$ cat src/rtl/n2_tlb_access_ctl.sv
// TLB array access sequencer: arbitrates per-cycle CAM lookups against a single
// maintenance requester (write/read/demap) and drives registered array controls.
module n2_tlb_access_ctl #(
    parameter int RD_LAT     = 1,
    parameter int DEMAP_CYC  = 2,
    parameter int STARVE_MAX = 7
) (
    input  logic       l2clk,
    input  logic       rst,
    input  logic       cfg_bypass,
    input  logic       lkup_vld,
    output logic       lkup_stall,
    input  logic       mnt_req,
    input  logic [1:0] mnt_op,
    input  logic [5:0] mnt_idx,
    input  logic       mnt_idx_vld,
    input  logic [1:0] mnt_dmap_type,
    input  logic       mnt_dmap_real,
    output logic       mnt_ack,
    output logic       mnt_rd_done,
    output logic       tlb_cam_vld,
    output logic       tlb_wr_vld,
    output logic       tlb_rd_vld,
    output logic [5:0] tlb_rw_index,
    output logic       tlb_rw_index_vld,
    output logic       tlb_demap,
    output logic       tlb_demap_context,
    output logic       tlb_demap_all,
    output logic       tlb_demap_real,
    output logic       tlb_bypass
);

    localparam int BUSY_MAX = (RD_LAT > DEMAP_CYC) ? RD_LAT : DEMAP_CYC;
    localparam int BUSY_W   = $clog2(BUSY_MAX + 1);
    localparam int RD_W     = $clog2(RD_LAT + 1);
    localparam int STARVE_W = $clog2(STARVE_MAX + 1);

    localparam logic [1:0] OP_WR   = 2'b00;
    localparam logic [1:0] OP_RD   = 2'b01;
    localparam logic [1:0] OP_DMAP = 2'b10;

    // Returns {context, all}; type 11 falls through to a page demap.
    function automatic logic [1:0] dmap_decode(input logic [1:0] dmap_type);
        logic [1:0] q;
        q = 2'b00;
        case (dmap_type)
            2'b01:   q = 2'b10;
            2'b10:   q = 2'b01;
            default: q = 2'b00;
        endcase
        return q;
    endfunction

    logic [BUSY_W-1:0]   busy_cnt;
    logic [STARVE_W-1:0] starve_cnt;
    logic [RD_W-1:0]     rd_cnt;

    logic idle;
    logic starved;
    logic grant;
    logic grant_wr;
    logic grant_rd;
    logic grant_dmap;
    logic [1:0] dmap_qual;

    logic       cam_vld_p1;
    logic       wr_vld_p1;
    logic       rd_vld_p1;
    logic       rd_done_p1;
    logic       bypass_p1;
    logic [5:0] rw_index_p1;
    logic       rw_index_vld_p1;
    logic       dmap_op_p1;
    logic       dmap_ctx_p1;
    logic       dmap_all_p1;
    logic       dmap_real_p1;

    // Arbitration: lookups win unless maintenance has lost STARVE_MAX times.
    always_comb begin
        idle       = (busy_cnt == '0);
        starved    = (starve_cnt == STARVE_W'(STARVE_MAX));
        grant      = ~rst & idle & mnt_req & (~lkup_vld | starved);
        grant_wr   = grant & (mnt_op == OP_WR);
        grant_rd   = grant & (mnt_op == OP_RD);
        grant_dmap = grant & (mnt_op == OP_DMAP);
        dmap_qual  = dmap_decode(mnt_dmap_type);
    end

    assign mnt_ack    = grant;
    assign lkup_stall = grant | ~idle;

    // Occupancy and fairness counters.
    always_ff @(posedge l2clk) begin
        if (rst) begin
            busy_cnt   <= '0;
            starve_cnt <= '0;
            rd_cnt     <= '0;
        end else begin
            if (grant_rd)
                busy_cnt <= BUSY_W'(RD_LAT);
            else if (grant_dmap)
                busy_cnt <= BUSY_W'(DEMAP_CYC);
            else if (!idle)
                busy_cnt <= busy_cnt - BUSY_W'(1);

            if (grant || !mnt_req)
                starve_cnt <= '0;
            else if (idle && lkup_vld && !starved)
                starve_cnt <= starve_cnt + STARVE_W'(1);

            if (grant_rd)
                rd_cnt <= RD_W'(RD_LAT);
            else if (rd_cnt != '0)
                rd_cnt <= rd_cnt - RD_W'(1);
        end
    end

    // Stage p1: registered array strobes, index and demap qualifiers.
    always_ff @(posedge l2clk) begin
        if (rst) begin
            cam_vld_p1      <= 1'b0;
            wr_vld_p1       <= 1'b0;
            rd_vld_p1       <= 1'b0;
            rd_done_p1      <= 1'b0;
            bypass_p1       <= 1'b0;
            rw_index_p1     <= '0;
            rw_index_vld_p1 <= 1'b0;
            dmap_op_p1      <= 1'b0;
            dmap_ctx_p1     <= 1'b0;
            dmap_all_p1     <= 1'b0;
            dmap_real_p1    <= 1'b0;
        end else begin
            cam_vld_p1 <= lkup_vld & ~lkup_stall;
            wr_vld_p1  <= grant_wr;
            rd_vld_p1  <= grant_rd;
            rd_done_p1 <= (rd_cnt == RD_W'(1));
            bypass_p1  <= cfg_bypass;

            if (grant_wr || grant_rd) begin
                rw_index_p1     <= mnt_idx;
                rw_index_vld_p1 <= mnt_idx_vld;
            end

            // Any grant retires the previous op so a stale demap never reappears.
            if (grant)
                dmap_op_p1 <= grant_dmap;
            if (grant_dmap) begin
                dmap_ctx_p1  <= dmap_qual[1];
                dmap_all_p1  <= dmap_qual[0];
                dmap_real_p1 <= mnt_dmap_real;
            end
        end
    end

    assign tlb_cam_vld       = cam_vld_p1;
    assign tlb_wr_vld        = wr_vld_p1;
    assign tlb_rd_vld        = rd_vld_p1;
    assign mnt_rd_done       = rd_done_p1;
    assign tlb_bypass        = bypass_p1;
    assign tlb_rw_index      = rw_index_p1;
    assign tlb_rw_index_vld  = rw_index_vld_p1;
    assign tlb_demap         = dmap_op_p1 & ~idle;
    assign tlb_demap_context = tlb_demap & dmap_ctx_p1;
    assign tlb_demap_all     = tlb_demap & dmap_all_p1;
    assign tlb_demap_real    = tlb_demap & dmap_real_p1;

endmodule
$ cat config.mk
export PLATFORM = sky130hd
export DESIGN_NAME = n2_tlb_access_ctl
export DESIGN_NICKNAME = d
export VERILOG_FILES = /design/src/rtl/n2_tlb_access_ctl.sv
export SDC_FILE = /design/constraint.sdc
export NUM_CORES = 1
export LEC_CHECK = 0
export BUFFER_PORTS_ARGS = -buffer_cell sky130_fd_sc_hd__clkbuf_2
export CAP_MARGIN = 20
export CELL_PAD_IN_SITES_DETAIL_PLACEMENT = 0
export CELL_PAD_IN_SITES_GLOBAL_PLACEMENT = 1
export CORE_ASPECT_RATIO = 0.7
export CORE_UTILIZATION = 32
export DETAILED_ROUTE_END_ITERATION = 6
export PLACE_DENSITY_LB_ADDON = 0.3
export SYNTH_ARGS = -nofsm -noshare
export SYNTH_HDL_FRONTEND = slang
export SYNTH_SLANG_ARGS = --single-unit
$ cat constraint.sdc
create_clock -name l2clk -period 1.6 [get_ports l2clk]
set_input_delay 0 -clock l2clk [delete_from_list [all_inputs] [get_ports l2clk]]
set_output_delay 0 -clock l2clk [all_outputs]
set_load 0.1 [all_outputs]
**Yosys cells after proc, flatten, opt, wreduce, memory -nomap -nowiden**

Index checks and enable logic that the tools add are counted.

- Multipliers: 0
- Divide/modulo/power cells: 0
- Bitwise gates (word level): 17
- Order comparisons: 0
- Reductions and logical operators: 10
- Multiplexer cells: 6
- Add/subtract/negate cells: 3
- Shift operators: 0
- Equality and inequality tests: 7

Operator list:

| cell | count |
|---|---|
| $and A1 B1 Y1 | 11 |
| $eq A2 B1 Y1 const B | 2 |
| $eq A2 B2 Y1 const B | 2 |
| $logic_not A2 Y1 | 2 |
| $mux W2 | 2 |
| $not A1 Y1 | 4 |
| $pmux W2 S2 | 1 |
| $reduce_or A2 Y1 | 2 |
| $add A3 B1 Y3 const B | 1 |
| $eq A3 B3 Y1 const B | 1 |
| $mux W1 | 3 |
| $ne A3 B1 Y1 const B | 1 |
| $logic_and A1 B1 Y1 | 2 |
| $logic_not A1 Y1 | 2 |
| $logic_or A1 B1 Y1 | 2 |
| $ne A2 B1 Y1 const B | 1 |
| $or A1 B1 Y1 | 2 |
| $sub A2 B1 Y2 const B | 1 |
| $sub A1 B1 Y1 const B | 1 |

- Latch bits: 0
- Register bits: 22
- Memory bits (writable): 0
- Bits in read-only memories: 0
- Memories kept: 0
- Output and inout bits: 18

**Longest topological paths before layout**

- Depth in word-level cells: 7
- Gate-level depth with buffers: 6
- Gate-level depth less buffers: 5

**Worst setup path before layout**

OpenSTA, ideal clock, no wires.

- Kind: reg2out
- From: register busy_cnt[0]
- To: output port tlb_demap_all
- Cell stages (with the launch flop): 6
- Arrival time: 3.071 ns
- Path buffers: 1
- Required time: 1.600 ns
- Setup slack: -1.471 ns
- Path through: dfxtp_1 inv_1 ha_1 buf_2 nor2b_1 and2_1

- Longest elaborated chain between the ends: 4

Ends and longest elaborated chain:

| element | RTL line | source |
|---|---|---|
| from (decl) | 54 | `logic [BUSY_W-1:0] busy_cnt;` |
| from (signal assigned) | 100 | `busy_cnt <= BUSY_W'(RD_LAT);` |
| from (signal assigned) | 102 | `busy_cnt <= BUSY_W'(DEMAP_CYC);` |
| from (signal assigned) | 104 | `busy_cnt <= busy_cnt - BUSY_W'(1);` |
| $logic_not A2 Y1 | 80 | `idle = (busy_cnt == '0);` |
| $not A1 Y1 | 162 | `assign tlb_demap = dmap_op_p1 & ~idle;` |
| $and A1 B1 Y1 | 162 |  |
| net tlb_demap | 26 | `output logic tlb_demap,` |
| $and A1 B1 Y1 | 164 | `assign tlb_demap_all = tlb_demap & dmap_all_p1;` |
| to (decl) | 28 | `output logic tlb_demap_all,` |

The timed path passes the listed nets, and every way through them passes these cells.

**Final worst setup path**

- From: register starve_cnt[0]
- To: register busy_cnt[0]

- Longest elaborated chain between the ends: 6
- Elaborated cells on any way between the ends: 8

Ends and longest elaborated chain:

| element | RTL line | source |
|---|---|---|
| from (decl) | 55 | `logic [STARVE_W-1:0] starve_cnt;` |
| from (signal assigned) | 109 | `starve_cnt <= starve_cnt + STARVE_W'(1);` |
| $eq A3 B3 Y1 * | 81 | `starved = (starve_cnt == STARVE_W'(STARVE_MAX));` |
| $or A1 B1 Y1 * | 82 | `grant = ~rst & idle & mnt_req & (~lkup_vld \| starved);` |
| $and A1 B1 Y1 * | 82 |  |
| $and A1 B1 Y1 | 85 | `grant_dmap = grant & (mnt_op == OP_DMAP);` |
| $mux W2 | 101 | `else if (grant_dmap)` |
| $mux W1 | 99 | `if (grant_rd)` |

Every way passes the cells marked *; elsewhere a longest branch is shown, timed or not.
A chain may end at the register's enable or synchronous reset.

==> flow_summary.ini <==
[floorplanning]
ioPinCount = 35
core_mm2 = 0.00280
rows = 16
die_h_um = 47.6
fp.dieArea_mm2 = 0.00320
die_w_um = 67.2
start_util_pct = 34.0

[placement]
place_congestion = 0.771
place_hpwl_um = 1460
numPortBuffers = 34
dp_slack_ps = 17.7
placed_area_mm2 = 0.00128
place_inst = 167

[critical_path]
r2r_setup_slack_ps = 80
r2r-start = starve_cnt[0]$_SDFFE_PP0P_
worst_setup_path_start_kind = flip-flop
worstSetupPathType = reg -> reg
rr_worst_depth = 5
crit_path_end_kind = flip-flop
cp_data_arrival_time_ps = 1670
required_ps = 1750
r2r_end = busy_cnt[0]$_SDFFE_PP0P_
critPathMaxFanout = 3
crit_start = starve_cnt[0]$_SDFFE_PP0P_

[sta]
tns_ps = 0
hold-worst-slack_ps = 39.2
period_minus_slack_ps = 1520
relSlewSlack_pct = 64.1
tightest_slew_ps = 541
period_share_pct = 95.1
rsz0062_at_grt = no
drv_slew = 0
hold_viol = 0
setup_viol = 0
finalWorstSetupSlack_ps = 78.8
fmax_ghz = 0.657
clock_skew_ps = 2.37

[detailed_routing]
vias_per_cell = 4.39
wl_um = 2000
first_pass_iters = 4
routedWlPerCell_um = 11.0
route.vias.total = 804
drc = 0
drtIter0Drc = 24
antenna_left = 0

[synthesis]
seq_area_frac_synth_pct = 44.2
syn_nets = 116
synth_edf_count = 0
synth_seq_cells = 21
ys_types = 30
synth_flop_cell = dfxtp_1
synthCells = 96
synthArstFlopShare_pct = 0
syn_area_per_cell_um2 = 9.92
synth_warnings = 0
synth_area_um2 = 952

[power_and_ir_drop]
p_leak_uw = 0.000677
p_switching_uw = 690
clkPwrFrac_pct = 19.2
p_sw_share_pct = 39.2
vdd_drop_max_mv = 0.872
pwr-share-seq_pct = 33.9
pwr-share-comb_pct = 46.9
p_int_uw = 1070
pwr_density_cell_mw_per_mm2 = 1190

[clock_network]
ctsLongestPathBuffers = 2
numCtsBuffers = 3
insertion_delay_ps = 250
h-tree-depth = 1
cts.sinks = 21
cts_setup_buffers = 0
cts-root-buf = clkbuf_8
cts_tree = yes
path_clk_slew_ps = 70

[min_path]
hold-path-cell-count = 2
hold-path-endpoint = busy_cnt[1]$_SDFFE_PP0P_
hp-start = rst
hold_class = in -> reg

[layout]
layout_common_cells = 28 x clkbuf_2, 19 x dfxtp_1, 12 x nor2b_1, 12 x nand2b_1, 12 x dlygate4sd3_1
stdcell_count = 183
area_growth_pct = 55.5
final_area_mm2 = 0.00148
final_common_cell = clkbuf_2
layout.nets = 168
n_antenna_cell = 0
drive_gt1_share_pct = 44.2

[grt]
use_met1_pct = 18.7
grt_overflow = 0
grt.met3_usage_pct = 5.00
grtUsageMet2_pct = 21.0
grt_max_degree = 13
grt_pass1_vias = 736
grt-busiest-layer = met2
gr-usage-all-layers_pct = 13.6
antenna_found_initial = 0
grt_pass1_wl_um = 3220

[run]
timing.max_cap.violations = 0

[status]
status = complete, no violations
==> final cells by class <==
type                       instances  area, µm²
fill                             269       1320
multi-input combinational         68        554
sequential                        21        423
timing repair buffer              50        398
clock buffer                       4       45.0
tap                               36       45.0
inverter                           4       15.0
==> timing repair <==
| item | in CTS | in global routing |
|---|---|---|
| gates cloned | 0 | 0 |
| pin swaps | 0 | 0 |
| hold buffers | 12 | 0 |
| setup endpoints to repair | 3 | 12 |
| endpoints found under the hold margin | 12 | 0 |
| resized for setup | 4 | 3 |
==> per-layer routing <==
layer | part of all wire (%) | up-vias
li1 | - | 425
met3 | 4.1 | 0
met1 | 49 | 366
met5 | 0 | -
met4 | 0 | 0
met2 | 46 | 13
==> kinds of logic after synthesis <==
family | Yosys count | share of synthesized area (%)
AND/OR/NAND/NOR | 46 | 30.8
flip-flops | 21 | 44.2
multiplexers | 10 | 11.4
AO/OA/AOI/OAI | 8 | 5.52
buffers and inverters | 7 | 3.28
adder cells (fa/ha/maj) | 3 | 3.94
XOR/XNOR | 1 | 0.920
==> how the worst max path moves through the flow <==
stage,to,slack (ps),cells after the start
2_1_floorplan,tlb_demap_all,-20,5
3_3_place_gp,busy_cnt[1]$_SDFFE_PP0P_,40,5
3_5_place_dp,busy_cnt[1]$_SDFFE_PP0P_,20,5
4_1_cts,lkup_stall,40,6
5_1_grt,dmap_ctx_p1$_SDFFE_PP0P_,9,6
6_report,busy_cnt[0]$_SDFFE_PP0P_,80,5
==> critical path, stage by stage, from the launching register on <==
cell,delay (ps)
dfxtp_2,340
ha_1,150
ha_2,170
nor2b_1,50
or4_1,400
a211o_1,300
==> power groups by stage <==
stage | sequential (µW) | clock, µW | combinational [µW]
floorplan | 750 | 0 | 452
global placement | 608 | 0 | 765
detailed placement | 608 | 0 | 774
CTS | 596 | 352 | 821
global route | 601 | 373 | 894
finish | 597 | 337 | 826
==> through the flow <==
step	util (%)	total power (µW)
after floorplan	-	1200
after global placement	45.8	1370
after detailed placement	45.8	1380
after CTS	52.5	1770
after global routing	52.8	1870
final	52.8	1760
==> cell usage after synthesis (all sizes together) (2+ instances only) <==
cell type   n  share of area (%)
dfxtp      21                 44
nor2b      15                 10
nand2b     13                8.5
mux2        7                8.3
a21oi       4                2.1
inv         4                1.6
nand3       4                2.6
and2        3                2.0
ha          3                3.9
mux2i       3                3.2
clkbuf      2                1.2
nand2       2               0.79
nand4       2                1.3
==> registers in the layout, indices dropped and copies added (netlist names) <==
register	cells
tlb_bypass	1
tlb_rw_index_vld	1
starve_cnt	3
tlb_cam_vld	1
dmap_all_p1	1
tlb_wr_vld	1
rd_cnt	1
dmap_op_p1	1
tlb_rw_index	6
mnt_rd_done	1
dmap_ctx_p1	1
busy_cnt	2
dmap_real_p1	1
No activity file was read; power rests on OpenSTA's default activity.
